[src/rtl/ucsbece154b_fifo_writer_if.sv]
// Handshake bundle between ucsbece154b_fifo_writer and its memory port, FIFO and control.
// master = the writer engine, slave = the surrounding system.
interface ucsbece154b_fifo_writer_if #(
    parameter int DATA_WIDTH = 32,
    parameter int ADDR_WIDTH = 32
);
    logic                  start_i;
    logic [ADDR_WIDTH-1:0] base_addr_i;
    logic                  stop_i;
    logic                  redirect_i;
    logic [ADDR_WIDTH-1:0] redirect_addr_i;
    logic                  mem_req_o;
    logic [ADDR_WIDTH-1:0] mem_addr_o;
    logic                  mem_gnt_i;
    logic                  mem_rvalid_i;
    logic [DATA_WIDTH-1:0] mem_rdata_i;
    logic                  fifo_push_o;
    logic [DATA_WIDTH-1:0] fifo_data_o;
    logic                  fifo_full_i;
    logic                  fifo_pop_i;
    logic                  busy_o;
    logic                  overflow_o;

    modport master (
        input  start_i, base_addr_i, stop_i, redirect_i, redirect_addr_i,
        input  mem_gnt_i, mem_rvalid_i, mem_rdata_i, fifo_full_i, fifo_pop_i,
        output mem_req_o, mem_addr_o, fifo_push_o, fifo_data_o, busy_o, overflow_o
    );

    modport slave (
        output start_i, base_addr_i, stop_i, redirect_i, redirect_addr_i,
        output mem_gnt_i, mem_rvalid_i, mem_rdata_i, fifo_full_i, fifo_pop_i,
        input  mem_req_o, mem_addr_o, fifo_push_o, fifo_data_o, busy_o, overflow_o
    );
endinterface

[src/rtl/ucsbece154b_fifo_writer.sv]
// Write-side engine for ucsbece154b_fifo: streams sequential memory reads into the FIFO under
// credit control. Define UCSBECE154B_FIFO_WRITER_PERF_EN to add push/stall counters.
module ucsbece154b_fifo_writer #(
    parameter int DATA_WIDTH      = 32,
    parameter int ADDR_WIDTH      = 32,
    parameter int NR_ENTRIES      = 4,
    parameter int MAX_OUTSTANDING = 2,
    parameter int ADDR_STRIDE     = 4
) (
    input  logic clk_i,
    input  logic rst_i,
    ucsbece154b_fifo_writer_if.master bus
`ifdef UCSBECE154B_FIFO_WRITER_PERF_EN
    ,
    output logic [31:0] push_cnt_o,
    output logic [31:0] stall_cnt_o
`endif
);
    localparam int CW = $clog2(NR_ENTRIES) + 1;
    localparam logic [CW-1:0]         ONE    = CW'(1);
    localparam logic [31:0]           NR_U   = 32'(NR_ENTRIES);
    localparam logic [31:0]           MAX_U  = 32'(MAX_OUTSTANDING);
    localparam logic [ADDR_WIDTH-1:0] STRIDE = ADDR_WIDTH'(ADDR_STRIDE);

    typedef enum logic [1:0] {IDLE, FETCH, DRAIN} state_t;

    state_t                state_q, state_d;
    logic [ADDR_WIDTH-1:0] addr_q, addr_d;
    logic [CW-1:0]         occ_q, occ_d;
    logic [CW-1:0]         outst_q, outst_d;
    logic [CW-1:0]         drop_q, drop_d;
    logic                  mem_req_q, mem_req_d;
    logic                  busy_q, busy_d;
    logic                  overflow_q, overflow_d;
    logic                  granted, rsp_valid, push, pop_eff;
    logic [DATA_WIDTH-1:0] rdata;

    // Responses with nothing in flight are stray (e.g. after reset) and are ignored.
    assign granted   = mem_req_q & bus.mem_gnt_i;
    assign rsp_valid = bus.mem_rvalid_i & (outst_q != '0);
    assign push      = rsp_valid & (drop_q == '0);
    assign pop_eff   = bus.fifo_pop_i & ((occ_q != '0) | push);
    assign rdata     = bus.mem_rdata_i;

    always_comb begin
        outst_d = outst_q;
        if (granted && !rsp_valid)      outst_d = outst_q + ONE;
        else if (!granted && rsp_valid) outst_d = outst_q - ONE;

        occ_d = occ_q;
        if (push && !pop_eff)      occ_d = occ_q + ONE;
        else if (!push && pop_eff) occ_d = occ_q - ONE;

        drop_d = drop_q;
        if (rsp_valid && (drop_q != '0)) drop_d = drop_q - ONE;

        addr_d  = granted ? addr_q + STRIDE : addr_q;
        state_d = state_q;

        // A redirect discards everything still in flight, including a grant taken this cycle.
        if (bus.redirect_i) begin
            state_d = (outst_d == '0) ? FETCH : DRAIN;
            addr_d  = bus.redirect_addr_i;
            drop_d  = outst_d;
            occ_d   = '0;
        end else begin
            case (state_q)
                IDLE: begin
                    if (bus.start_i) begin
                        state_d = FETCH;
                        addr_d  = bus.base_addr_i;
                    end
                end
                FETCH:   if (bus.stop_i) state_d = IDLE;
                DRAIN:   if (drop_d == '0) state_d = FETCH;
                default: state_d = IDLE;
            endcase
        end

        mem_req_d  = (state_d == FETCH) &&
                     ((32'(occ_d) + 32'(outst_d)) < NR_U) &&
                     (32'(outst_d) < MAX_U);
        busy_d     = (state_d != IDLE) || (outst_d != '0);
        overflow_d = overflow_q | (push & bus.fifo_full_i & ~bus.fifo_pop_i);
    end

    always_ff @(posedge clk_i or posedge rst_i) begin
        if (rst_i) begin
            state_q    <= IDLE;
            addr_q     <= '0;
            occ_q      <= '0;
            outst_q    <= '0;
            drop_q     <= '0;
            mem_req_q  <= 1'b0;
            busy_q     <= 1'b0;
            overflow_q <= 1'b0;
        end else begin
            state_q    <= state_d;
            addr_q     <= addr_d;
            occ_q      <= occ_d;
            outst_q    <= outst_d;
            drop_q     <= drop_d;
            mem_req_q  <= mem_req_d;
            busy_q     <= busy_d;
            overflow_q <= overflow_d;
        end
    end

    assign bus.mem_req_o   = mem_req_q;
    assign bus.mem_addr_o  = addr_q;
    assign bus.fifo_push_o = push;
    assign bus.fifo_data_o = rdata;
    assign bus.busy_o      = busy_q;
    assign bus.overflow_o  = overflow_q;

`ifdef UCSBECE154B_FIFO_WRITER_PERF_EN
    logic [31:0] push_cnt_q, stall_cnt_q;

    // In FETCH the request is low only when credit is exhausted.
    always_ff @(posedge clk_i or posedge rst_i) begin
        if (rst_i) begin
            push_cnt_q  <= '0;
            stall_cnt_q <= '0;
        end else if (bus.start_i) begin
            push_cnt_q  <= '0;
            stall_cnt_q <= '0;
        end else begin
            if (push) push_cnt_q <= push_cnt_q + 32'd1;
            if ((state_q == FETCH) && !mem_req_q) stall_cnt_q <= stall_cnt_q + 32'd1;
        end
    end

    assign push_cnt_o  = push_cnt_q;
    assign stall_cnt_o = stall_cnt_q;
`endif
endmodule

[src/flat_wrapper.sv]
// flat-port wrapper written by rule: the top's interface ports become plain ports
module ucsbece154b_fifo_writer_flat 
#(
    parameter int DATA_WIDTH      = 32,
    parameter int ADDR_WIDTH      = 32,
    parameter int NR_ENTRIES      = 4,
    parameter int MAX_OUTSTANDING = 2,
    parameter int ADDR_STRIDE     = 4
)
  (clk_i, rst_i, bus_start_i, bus_base_addr_i, bus_stop_i, bus_redirect_i, bus_redirect_addr_i, bus_mem_gnt_i, bus_mem_rvalid_i, bus_mem_rdata_i, bus_fifo_full_i, bus_fifo_pop_i, bus_mem_req_o, bus_mem_addr_o, bus_fifo_push_o, bus_fifo_data_o, bus_busy_o, bus_overflow_o);
  ucsbece154b_fifo_writer_if #(.DATA_WIDTH(DATA_WIDTH), .ADDR_WIDTH(ADDR_WIDTH)) bus_i ();
  input  logic clk_i;
  input  logic rst_i;
  input wire logic [$bits(bus_i.start_i)-1:0] bus_start_i;
  input wire logic [$bits(bus_i.base_addr_i)-1:0] bus_base_addr_i;
  input wire logic [$bits(bus_i.stop_i)-1:0] bus_stop_i;
  input wire logic [$bits(bus_i.redirect_i)-1:0] bus_redirect_i;
  input wire logic [$bits(bus_i.redirect_addr_i)-1:0] bus_redirect_addr_i;
  input wire logic [$bits(bus_i.mem_gnt_i)-1:0] bus_mem_gnt_i;
  input wire logic [$bits(bus_i.mem_rvalid_i)-1:0] bus_mem_rvalid_i;
  input wire logic [$bits(bus_i.mem_rdata_i)-1:0] bus_mem_rdata_i;
  input wire logic [$bits(bus_i.fifo_full_i)-1:0] bus_fifo_full_i;
  input wire logic [$bits(bus_i.fifo_pop_i)-1:0] bus_fifo_pop_i;
  output wire logic [$bits(bus_i.mem_req_o)-1:0] bus_mem_req_o;
  output wire logic [$bits(bus_i.mem_addr_o)-1:0] bus_mem_addr_o;
  output wire logic [$bits(bus_i.fifo_push_o)-1:0] bus_fifo_push_o;
  output wire logic [$bits(bus_i.fifo_data_o)-1:0] bus_fifo_data_o;
  output wire logic [$bits(bus_i.busy_o)-1:0] bus_busy_o;
  output wire logic [$bits(bus_i.overflow_o)-1:0] bus_overflow_o;
  assign bus_i.start_i = bus_start_i;
  assign bus_i.base_addr_i = bus_base_addr_i;
  assign bus_i.stop_i = bus_stop_i;
  assign bus_i.redirect_i = bus_redirect_i;
  assign bus_i.redirect_addr_i = bus_redirect_addr_i;
  assign bus_i.mem_gnt_i = bus_mem_gnt_i;
  assign bus_i.mem_rvalid_i = bus_mem_rvalid_i;
  assign bus_i.mem_rdata_i = bus_mem_rdata_i;
  assign bus_i.fifo_full_i = bus_fifo_full_i;
  assign bus_i.fifo_pop_i = bus_fifo_pop_i;
  assign bus_mem_req_o = bus_i.mem_req_o;
  assign bus_mem_addr_o = bus_i.mem_addr_o;
  assign bus_fifo_push_o = bus_i.fifo_push_o;
  assign bus_fifo_data_o = bus_i.fifo_data_o;
  assign bus_busy_o = bus_i.busy_o;
  assign bus_overflow_o = bus_i.overflow_o;
  ucsbece154b_fifo_writer #(.DATA_WIDTH(DATA_WIDTH), .ADDR_WIDTH(ADDR_WIDTH), .NR_ENTRIES(NR_ENTRIES), .MAX_OUTSTANDING(MAX_OUTSTANDING), .ADDR_STRIDE(ADDR_STRIDE)) u_core (.clk_i(clk_i), .rst_i(rst_i), .bus(bus_i));
endmodule
[config.mk]
export PLATFORM = sky130hd
export DESIGN_NAME = ucsbece154b_fifo_writer_flat
export DESIGN_NICKNAME = d
export VERILOG_FILES = /design/src/rtl/ucsbece154b_fifo_writer_if.sv /design/src/rtl/ucsbece154b_fifo_writer.sv /design/src/flat_wrapper.sv
export SDC_FILE = /design/constraint.sdc
export NUM_CORES = 1
export LEC_CHECK = 0
export BUFFER_PORTS_ARGS = -buffer_cell sky130_fd_sc_hd__clkbuf_2
export CORE_ASPECT_RATIO = 1.2
export CORE_MARGIN = 3
export CORE_UTILIZATION = 49
export CTS_BUF_LIST = sky130_fd_sc_hd__clkbuf_2
export CTS_CLUSTER_SIZE = 25
export DETAILED_ROUTE_END_ITERATION = 8
export PLACE_DENSITY = 0.95
export SLEW_MARGIN = 10
export SYNTH_ARGS = -nofsm -noshare
export SYNTH_HDL_FRONTEND = slang
export SYNTH_SLANG_ARGS = --single-unit
[constraint.sdc]
create_clock -name clk_i -period 7.7 [get_ports clk_i]
set_clock_uncertainty 0.05 [all_clocks]
set_input_delay 0.385 -clock clk_i [delete_from_list [all_inputs] [get_ports clk_i]]
set_output_delay 0.385 -clock clk_i [all_outputs]
set_load 0.01 [all_outputs]
==> impl_results.md, run 1 <==
* Outcome: finished clean
* CTS tree: yes
* Relative slew slack at 0.3290
* Synth area leader: dfrtp_1
* Crit-path cells: inv_1 > ha_1 > ha_1 > nor2b_1 > mux2i_2 > ha_1 > or3_1 > a2111oi_2 > o311a_1
* # nets final at 562
* Routability cong. at ~0.84
* Synth Area in Adders at 0.04521
* Utilization after layout at 0.5859
* Flops & latches, synth at 46
* Fin. max-slew vios at 0
* Gr ovfl total at 0
* Area Overhead vs Synth at 12.03%
* Post-synth top area share at 0.3525
* Total Power at roughly 1000 uW
* Clock buffer depth at 2
* Minimum clock period at 3.288 ns
* Ant. Diodes at 0
* H-tree lvl count at 2
* Largest net degree at the start of global routing at 74
* DR WL/cell at approximately 16 microns
* Final hold vios at 0
* Met2 wire length at 4394 microns
* Resize count post-CTS at 0
* Worst min-delay path category: primary input to async pin
* DR iter-0 viols at approximately 180
* Std-Cell Rows at 31
* Syn avg cell area at 8.685 sq um
* Post-synthesis simple-gate area fraction at 0.2291
* Inserted Clock Buffers at 5
* Worst VDD drop at about 0.18 mV
* Synth area leaders: dfrtp_1, buf_4, nand2_1
* Placed Area at ~3600 sq um
* Max Freq at slightly above 0.3 GHz
* Reg clk slew, reported paths at 0.22 ns
* Residual DRC at 0
* Critical path peak fanout at 9
* Leak at 0.001768 uW
* # clock sinks at 46
* RSZ-0062 raised after global routing: no
* Seq/Total Area, Yosys at 0.3525
* # IOs at roughly 170
* Design Area, Final at 3659 sq um
* Largest family of logic cells by synthesized area: simple AND/OR/NAND/NOR gates
* Final ANT Viol Nets at 0
* Cell mode on critical path: ha_1
* WL met1 at 3416 microns
* Post-CTS setup buffers at 0
* Post-Synth XOR/XNOR Area at 0.09655
* Critical path class: flip-flop to flip-flop
* Cts hold-fix bufs at 0
* Worst path slowest cell: nor2b_1
* Synth Area in Compound Gates at 0.1372
* Fin crit share at 0.4270
* Met3 routed wirelength at around 560 microns
* Power share of the clock group at 0.102
* Required time worst endpoint at 8.02 ns
* Detailed-route via count at around 3.0k
* PwrDens at around 270 nW/um^2
* Worst-Skew Late Latency at about 0.41 ns
* Initial antenna violation count at 0
* Post-synthesis mux area share at 0.02605
* DR top layer: met4
* Worst setup EP type: flip-flop
* DR pass1 iterations at 4
* Largest delay share family, worst path: simple AND/OR/NAND/NOR gates
* # port buffers at 108
* NetSw at 437.4 uW
* HPWL Detailed at 6464 microns
* Synth Flop Type: dfrtp_1
* Internal at 539.5 uW
* First-pass GRT wire length at approximately 13000 microns
* Starting Density at 0.5229
* CP arrival at 3.61 ns
* Net Sw Frac at 0.4477
* Least-Margin Pin Slew at 1.005 ns
* Total track usage at 0.2213
* Setup_tns at 0 ns
* Min Hold Slack at about 0.11 ns
* DR vias/cell at between 5 and 6
* Clk root buf: clkbuf_2
* Combinational Power Share at 0.503
* Vias in the first global route at between 2k and 3k
* Worst Path Buf+Inv at 1
* MaxCap Viol Count at 0
* Die ar. at 7685 sq um
* Die Y at 95.43 microns
* Synth Instances at 376
* Worst setup SP type: flip-flop
* Worst path max stage delay at 0.69 ns
* Post-synth EDFFs at 0
* Synth Warn # at 0
* Sequential Power Share at 0.395
* Final setup viols at 0
* Die Wd at 80.53 microns
* WL final at between 8000 and 9000 microns
* Core area at 6245 sq um
* Layout cells sized above 1 at 0.2982
* Mapped Area at 3266 sq um
* Async S/R FF share, synth at 1.000
* Yosys cell types at 55
* Synthesized net count at 492
registers in the layout (all words and copies together) (netlist names):
name                   cells
u_core.state_q             2
u_core.bus.overflow_o      1
u_core.outst_q             3
u_core.bus.mem_req_o       1
u_core.occ_q               3
u_core.bus.busy_o          1
u_core.drop_q              3
u_core.bus.mem_addr_o     32
final timing paths:
path / endpoint / startpoint / slack, ns / cells after the start
worst max-delay path: u_core.bus.mem_req_o / u_core.outst_q[0] / 4.41 / 9
worst min-delay path: u_core.bus.mem_addr_o[27] / rst_i / 0.11 / 2
worst max register to register: u_core.bus.mem_req_o / u_core.outst_q[0] / 4.41 / 9
worst min register to register: u_core.bus.overflow_o / u_core.bus.overflow_o / 0.45 / 1
max in group asynchronous: u_core.bus.mem_addr_o[6] / rst_i / 6.89 / 2
min in group clk_i: u_core.bus.mem_addr_o[0] / bus_redirect_addr_i[0] / 0.11 / 3
per-layer routing:
metal / vias to the layer above / global-route usage
li1: 1418 / -
met1: 1430 / 0.2588
met2: 108 / 0.3923
met3: 23 / 0.05009
met4: 0 / 0.08310
met5: - / 0
power groups by stage:
| stage | clock network (uW) | registers, uW | logic [uW] |
|---|---|---|---|
| 6_report | 99.6 | 386 | 491 |
| 5_1_grt | 112 | 396 | 552 |
| 4_1_cts | 104 | 385 | 491 |
| 3_5_place_dp | 0 | 390 | 488 |
| 3_3_place_gp | 0 | 385 | 463 |
| 2_1_floorplan | 0 | 394 | 349 |
layout by cell type, fill, tap and decap left out, types with 2 or more instances in the layout:
master,count
xnor2_1,7
a21o_1,2
and4_1,2
xor2_1,24
mux2i_1,6
inv_1,16
and3_1,6
nand4b_1,2
nand4_1,10
a221oi_1,3
a22oi_1,2
o21ai_0,12
nand2_1,65
nor2_1,20
clkbuf_2,115
nand3_1,16
a21oi_1,13
nor2_2,2
a211oi_1,2
o221ai_1,15
o21ai_1,7
nor4_1,3
inv_2,2
dfrtp_1,46
buf_4,2
nor3_1,7
ha_1,11
nand2b_1,3
worst register-to-register path, cell delays in order, from the launching register on:
cell and delay [ns]:
dfrtp_1 0.47, inv_1 0.06, ha_1 0.20, ha_1 0.20, nor2b_1 0.69, mux2i_2 0.47, ha_1 0.29, or3_1 0.39
a2111oi_2 0.22, o311a_1 0.21
cells by family (layout without fill, tap and decap cells):
logic type,after synthesis,count (layout)
AOI/OAI and AO/OA,64,64
xor gates and xnor gates,33,33
adders and majority gates,12,12
buffers and inverters,65,135
DFF,46,46
muxes,8,8
and+or+nand+nor,148,148
through the flow:
stage                     worst slack, ns  cells
after floorplan                     4.926    376
after global placement              4.636    521
after detailed placement            4.497    521
after CTS                           4.446    528
after global routing                4.246    528
final                               4.412    528
layout make-up:
class / count / area, sq um
Fill cell: 582 / 2586
Multi-Input combinational cell: 265 / 1747
Sequential cell: 46 / 1151
Timing Repair Buffer: 110 / 555.5
Tap cell: 82 / 102.6
Inverter: 18 / 67.56
Clock buffer: 7 / 35.03
cells in the mapped netlist, types with 3 or more instances:
cell / instances
a21oi_1: 13
a221oi_1: 3
and3_1: 6
buf_4: 33
clkbuf_1: 11
dfrtp_1: 46
ha_1: 11
inv_1: 17
mux2i_1: 6
nand2_1: 65
nand2b_1: 3
nand3_1: 16
nand4_1: 10
nor2_1: 21
nor3_1: 7
nor4_1: 3
o21ai_0: 12
o21ai_1: 7
o221ai_1: 15
xnor2_1: 7
xor2_1: 24
No activity file was read; power rests on OpenSTA's default activity.
==> run 2, diff against run 1 <==
CORE_UTILIZATION = 47   (was 49)
PLACE_DENSITY = 0.92   (was 0.95)
clock period = 3.31 ns   (was 7.7 ns; I/O delays follow)
==> impl_results.md, run 2 (same netlist as run 1, synthesis figures left out) <==
* Outcome: finished clean
* Final hold vios at 0
* Met3 routed wirelength at 669 microns
* Worst setup SP type: flip-flop
* Minimum clock period at 3.122 ns
* Met2 wire length at 5221 microns
* H-tree lvl count at 2
* First-pass GRT wire length at 15770 microns
* Routability cong. at between 0.7 and 0.8
* # nets final at between 600 and 700
* Largest net degree at the start of global routing at 71
* DR WL/cell at 16.40 microns
* Least-Margin Pin Slew at a little under 1 ns
* Relative slew slack at 0.3364
* DR iter-0 viols at 139
* Worst hold stages at 3
* Detailed-route via count at approximately 3.3k
* HPWL Detailed at 6614 microns
* Fin. max-slew vios at 0
* Clock buffer depth at 2
* Ant. Diodes at 0
* Fin crit share at 0.9432
* Clk root buf: clkbuf_2
* Residual DRC at 0
* Post-CTS setup buffers at 0
* Layout cells sized above 1 at 0.2627
* Reg clk slew, reported paths at roughly 0.23 ns
* Cell mode on critical path: ha_1
* Die ar. at 7988 sq um
* # clock sinks at 46
* PwrDens at 564.1 nW/um^2
* Initial antenna violation count at 0
* R2R setup slack at roughly 0.19 ns
* Std-Cell Rows at 32
* Starting Density at 0.4973
* # port buffers at between 100 and 150
* Worst reg2reg startpoint: u_core.outst_q[0]
* Critical path peak fanout at 4
* WL met1 at 3573 microns
* Worst path slowest cell: dfrtp_1
* DR top layer: met4
* Required time worst endpoint at 3.62 ns
* CP arrival at 3.43 ns
* # IOs at 173
* Leak at 0.002046 uW
* Gr ovfl total at 0
* Crit-path cells: inv_1 > ha_1 > ha_1 > nand4bb_1 > nor2_1 > nand2_1 > a311oi_1 > ha_1 > or3_1 > a2111oi_2 > o311a_1
* Worst VDD drop at between 0.3 and 0.4 mV
* Final ANT Viol Nets at 0
* Critical path class: flip-flop to flip-flop
* Worst-Skew Late Latency at 0.42 ns
* Setup_tns at 0 ns
* Die Y at 97.31 microns
* Final setup viols at 0
* Worst min-delay path category: primary input to flip-flop
* DP Cell Count at 525
* Worst r2r dst: u_core.bus.mem_req_o
* CP Capture Point: u_core.bus.mem_req_o
* DR vias/cell at 5.587
* CTS tree: yes
* Total Power at 2422 uW
* MaxCap Viol Count at 0
* Core area at 6566 sq um
* Finished Layout Cells at 595
* Reg2Reg Depth at 11
* DR pass1 iterations at 5
* Max Freq at 0.3203 GHz
* Most frequent cells in the layout: clkbuf_2, nand2_1, dlygate4sd3_1, dfrtp_1, xor2_1
* RSZ-0062 raised after global routing: no
* Vias in the first global route at 3367
* Crit path launch: u_core.outst_q[0]
* Inserted Clock Buffers at 5
* Worst setup EP type: flip-flop
* Area Overhead vs Synth at 31.49%
* Worst path max stage delay at 0.46 ns
* Commonest non-fill, non-tap cell in the layout: clkbuf_2
* WL final at 9756 microns
* Max reg flops at 32
* Die Wd at a little over 80 microns
* Total track usage at 0.2482
==> run 2: cell types whose count changed in the layout (fill, tap and decap cells not counted), sizes merged <==
cell / previous run / this run
clkinv: 0 / 2
buf: 2 / 3
dlygate4sd3: 0 / 62
clkbuf: 115 / 114
==> run 2: area by class of cell <==
| class | instances | area [sq um] |
|---|---|---|
| fill | 497 | 2272 |
| clock inverter | 2 | 8.758 |
| timing repair buffer | 173 | 1184 |
| multi-input combinational | 265 | 1747 |
| inverter | 18 | 67.56 |
| sequential | 46 | 1151 |
| tap | 85 | 106.4 |
| clock buffer | 6 | 30.03 |
==> run 2: report_power, final <==
group | switching [uW] | leakage, uW | internal, uW | total, uW
Sequential | 178 | 0.000554 | 721 | 899
Combinational | 697 | 0.00146 | 591 | 1290
Clock | 183 | 0.0000304 | 52.0 | 235
==> run 2: worst max-delay path: cells and delay by family, from the launching register on <==
family                     cells  cell delay (ns)
DFF                            1             0.46
buffers and inverters          1             0.07
AOI/OAI and AO/OA              3             0.78
and+or+nand+nor                4             1.04
adders and majority gates      3             0.67
==> run 2: through the flow <==
step / cell area, sq um / hold WS [ns] / setup slack (ns) / util
global placement: 3635 / 0.2811 / 0.3743 / 0.5535
detailed placement: 3635 / 0.2811 / 0.2320 / 0.5535
floorplan: 3266 / 0.2322 / 0.5360 / -
CTS: 4294 / 0.003738 / 0.1760 / 0.6540
finish: 4294 / 0.02533 / 0.1879 / 0.6540
global route: 4294 / 0.02364 / 0.04257 / 0.6540
==> run 2: worst min-delay path by stage <==
| stage | startpoint | to |
|---|---|---|
| finish | bus_base_addr_i[14] | u_core.bus.mem_addr_o[14] |
| global route | bus_base_addr_i[14] | u_core.bus.mem_addr_o[14] |
| CTS | bus_base_addr_i[14] | u_core.bus.mem_addr_o[14] |
| detailed placement | bus_mem_rdata_i[13] | bus_fifo_data_o[13] |
| global placement | bus_mem_rdata_i[13] | bus_fifo_data_o[13] |
| floorplan | bus_fifo_full_i | u_core.bus.overflow_o |
==> run 2: metal layers <==
layer / vias to the layer above / track usage
li1: 1550 / -
met1: 1588 / 0.2802
met2: 155 / 0.4462
met3: 31 / 0.03989
met4: 0 / 0.1036
met5: - / 0
==> run 2: what timing repair did <==
action,4_1_cts,5_1_grt
hold buffers,62,0
resized for setup,0,0
endpoints found under the hold margin,82,0
==> run 3, diff against run 2 <==
PLACE_DENSITY = 0.86   (was 0.92)
==> impl_results.md, run 3 (same netlist as run 1, synthesis figures left out) <==
* Fin crit share at 0.9292
* Leak at roughly 0.002 uW
* Area of the multi-input gates at 1760 sq um
* Cell mode on critical path: ha_1
* WL final at slightly below 10000 microns
* Inserted Clock Buffers at 5
* MaxCap Viol Count at 0
* First-pass GRT wire length at 15540 microns
* Die Wd at 82.09 microns
* Filler Cells Inserted at 553
* Clk root buf: clkbuf_2
* Worst min-delay path category: primary input to flip-flop
* Reg clk slew, reported paths at about 0.23 ns
* Worst-Skew Late Latency at a little over 0.4 ns
* Max Freq at about 0.33 GHz
* # port buffers at 108
* Most frequent cells in the layout: clkbuf_2, nand2_1, dlygate4sd3_1, dfrtp_1, xor2_1
* Die ar. at 7988 sq um
* Clock buffer depth at 2
* Total Power at about 2400 uW
* Final setup viols at 0
* Max reg flops at 32
* Required time worst endpoint at 3.61 ns
* Die Y at just under 100 microns
* DR iter-0 viols at 185
* Worst path slowest cell: dfrtp_1
* R2R setup slack at 0.23 ns
* Worst setup EP type: flip-flop
* Internal at 1361 uW
* # nets final at 624
* Worst setup SP type: flip-flop
* Detailed-route via count at 3229
* Design Area, Final at 4288 sq um
* H-tree lvl count at 2
* Final hold vios at 0
* Worst VDD drop at ~0.47 mV
* Least-Margin Pin Slew at 1.041 ns
* CP arrival at ~3.4 ns
* Ant. Diodes at 0
* Gr ovfl total at 0
* Critical path class: flip-flop to flip-flop
* Sequential Area at 1151 sq um
* RSZ-0062 raised after global routing: no
* Worst path max stage delay at roughly 0.48 ns
* Vias in the first global route at 3321
* Starting Density at 0.4973
* Area Overhead vs Synth at 31.30%
* HPWL Detailed at about 6700 microns
* Crit-path cells: inv_1 > ha_1 > ha_1 > nand4bb_2 > nor2_2 > nand2_1 > a311oi_2 > ha_1 > or3_1 > a2111oi_2 > o311a_1
* NetSw at 1065 uW
* Total track usage at 0.2451
* Std-Cell Rows at 32
* Fin. max-slew vios at 0
* DR pass1 iterations at 4
* Setup_tns at 0 ns
* PwrDens at 565.8 nW/um^2
* Residual DRC at 0
* Net Sw Frac at 0.4391
* Placed Area at 3635 sq um
* Largest net degree at the start of global routing at 49
* Commonest non-fill, non-tap cell in the layout: clkbuf_2
* # clock sinks at 46
* Critical path peak fanout at 4
* Initial antenna violation count at 0
* Sequential Power Share at 0.372
* DR vias/cell at 5.454
* Combinational Power Share at 0.539
* Minimum clock period at 3.076 ns
* Core area at between 6000 and 7000 sq um
* Final ANT Viol Nets at 0
* Power share of the clock group at 0.089
* Outcome: finished clean
* CTS tree: yes
* Min Hold Slack at 0.03250 ns
* Relative slew slack at 0.3053
* # IOs at 173
* DR WL/cell at 16.31 microns
* Routability cong. at between 0.8 and 0.9
* Layout cells sized above 1 at 0.2663
run 3: cell count changes in the layout (fill, tap and decap cells not counted), sizes merged:
cell	before	now
clkbuf	114	113
dlygate4sd3	62	61
clkinv	2	1
run 3: power by group through the flow:
stage | clock network [uW] | registers, uW | logic (uW)
2_1_floorplan | 0 | 917 | 813
5_1_grt | 249 | 922 | 1450
3_3_place_gp | 0 | 894 | 1100
4_1_cts | 233 | 898 | 1290
6_report | 217 | 902 | 1310
3_5_place_dp | 0 | 911 | 1160
run 3: final timing paths:
| check | from | end | depth (start not counted) |
|---|---|---|---|
| min | bus_base_addr_i[16] | u_core.bus.mem_addr_o[16] | 3 |
| max in group asynchronous | rst_i | u_core.bus.mem_addr_o[4] | 3 |
| max reg2reg | u_core.outst_q[0] | u_core.bus.mem_req_o | 11 |
| max | u_core.outst_q[0] | u_core.bus.mem_req_o | 11 |
| min in group asynchronous | rst_i | u_core.bus.mem_addr_o[7] | 3 |
| min reg2reg | u_core.bus.overflow_o | u_core.bus.overflow_o | 1 |
run 3: stage by stage:
stage               instances  utilization  worst slack [ns]
floorplan                 376            -            0.5360
global placement          525       0.5535            0.3584
detailed placement        525       0.5535            0.1275
CTS                       592       0.6509           0.08398
global route              592       0.6530           0.01200
finish                    592       0.6530            0.2345
run 3: per-layer routing:
metal,wire length [microns],GRT usage,part of all wire
met5,0,0,0
met1,3748,0.2725,0.39
met2,5161,0.4418,0.53
met4,230,0.09591,0.024
met3,517,0.04917,0.054
run 3: layout make-up:
type	count	share of cell area
inverter	18	0.01576
sequential	46	0.2685
clock inverter	1	0.0008754
timing repair buffer	172	0.2737
clock buffer	5	0.005836
tap	85	0.02480
multi-input combinational	265	0.4106
run 3: timing repair:
action / in CTS / in global routing
hold buffers: 61 / 0
setup buffers: 0 / 0
hold endpoints to repair: 79 / 0
gates resized for setup: 0 / 3
endpoints found under the setup margin: 0 / 1
run 3: critical path: cells and delay by family, from the launching register on:
kind	cells	cell delay (ns)
flip-flops	1	0.48
adder cells (fa/ha/maj)	3	0.69
buffers and inverters	1	0.06
AO/OA/AOI/OAI	3	0.77
AND/OR/NAND/NOR	4	0.97
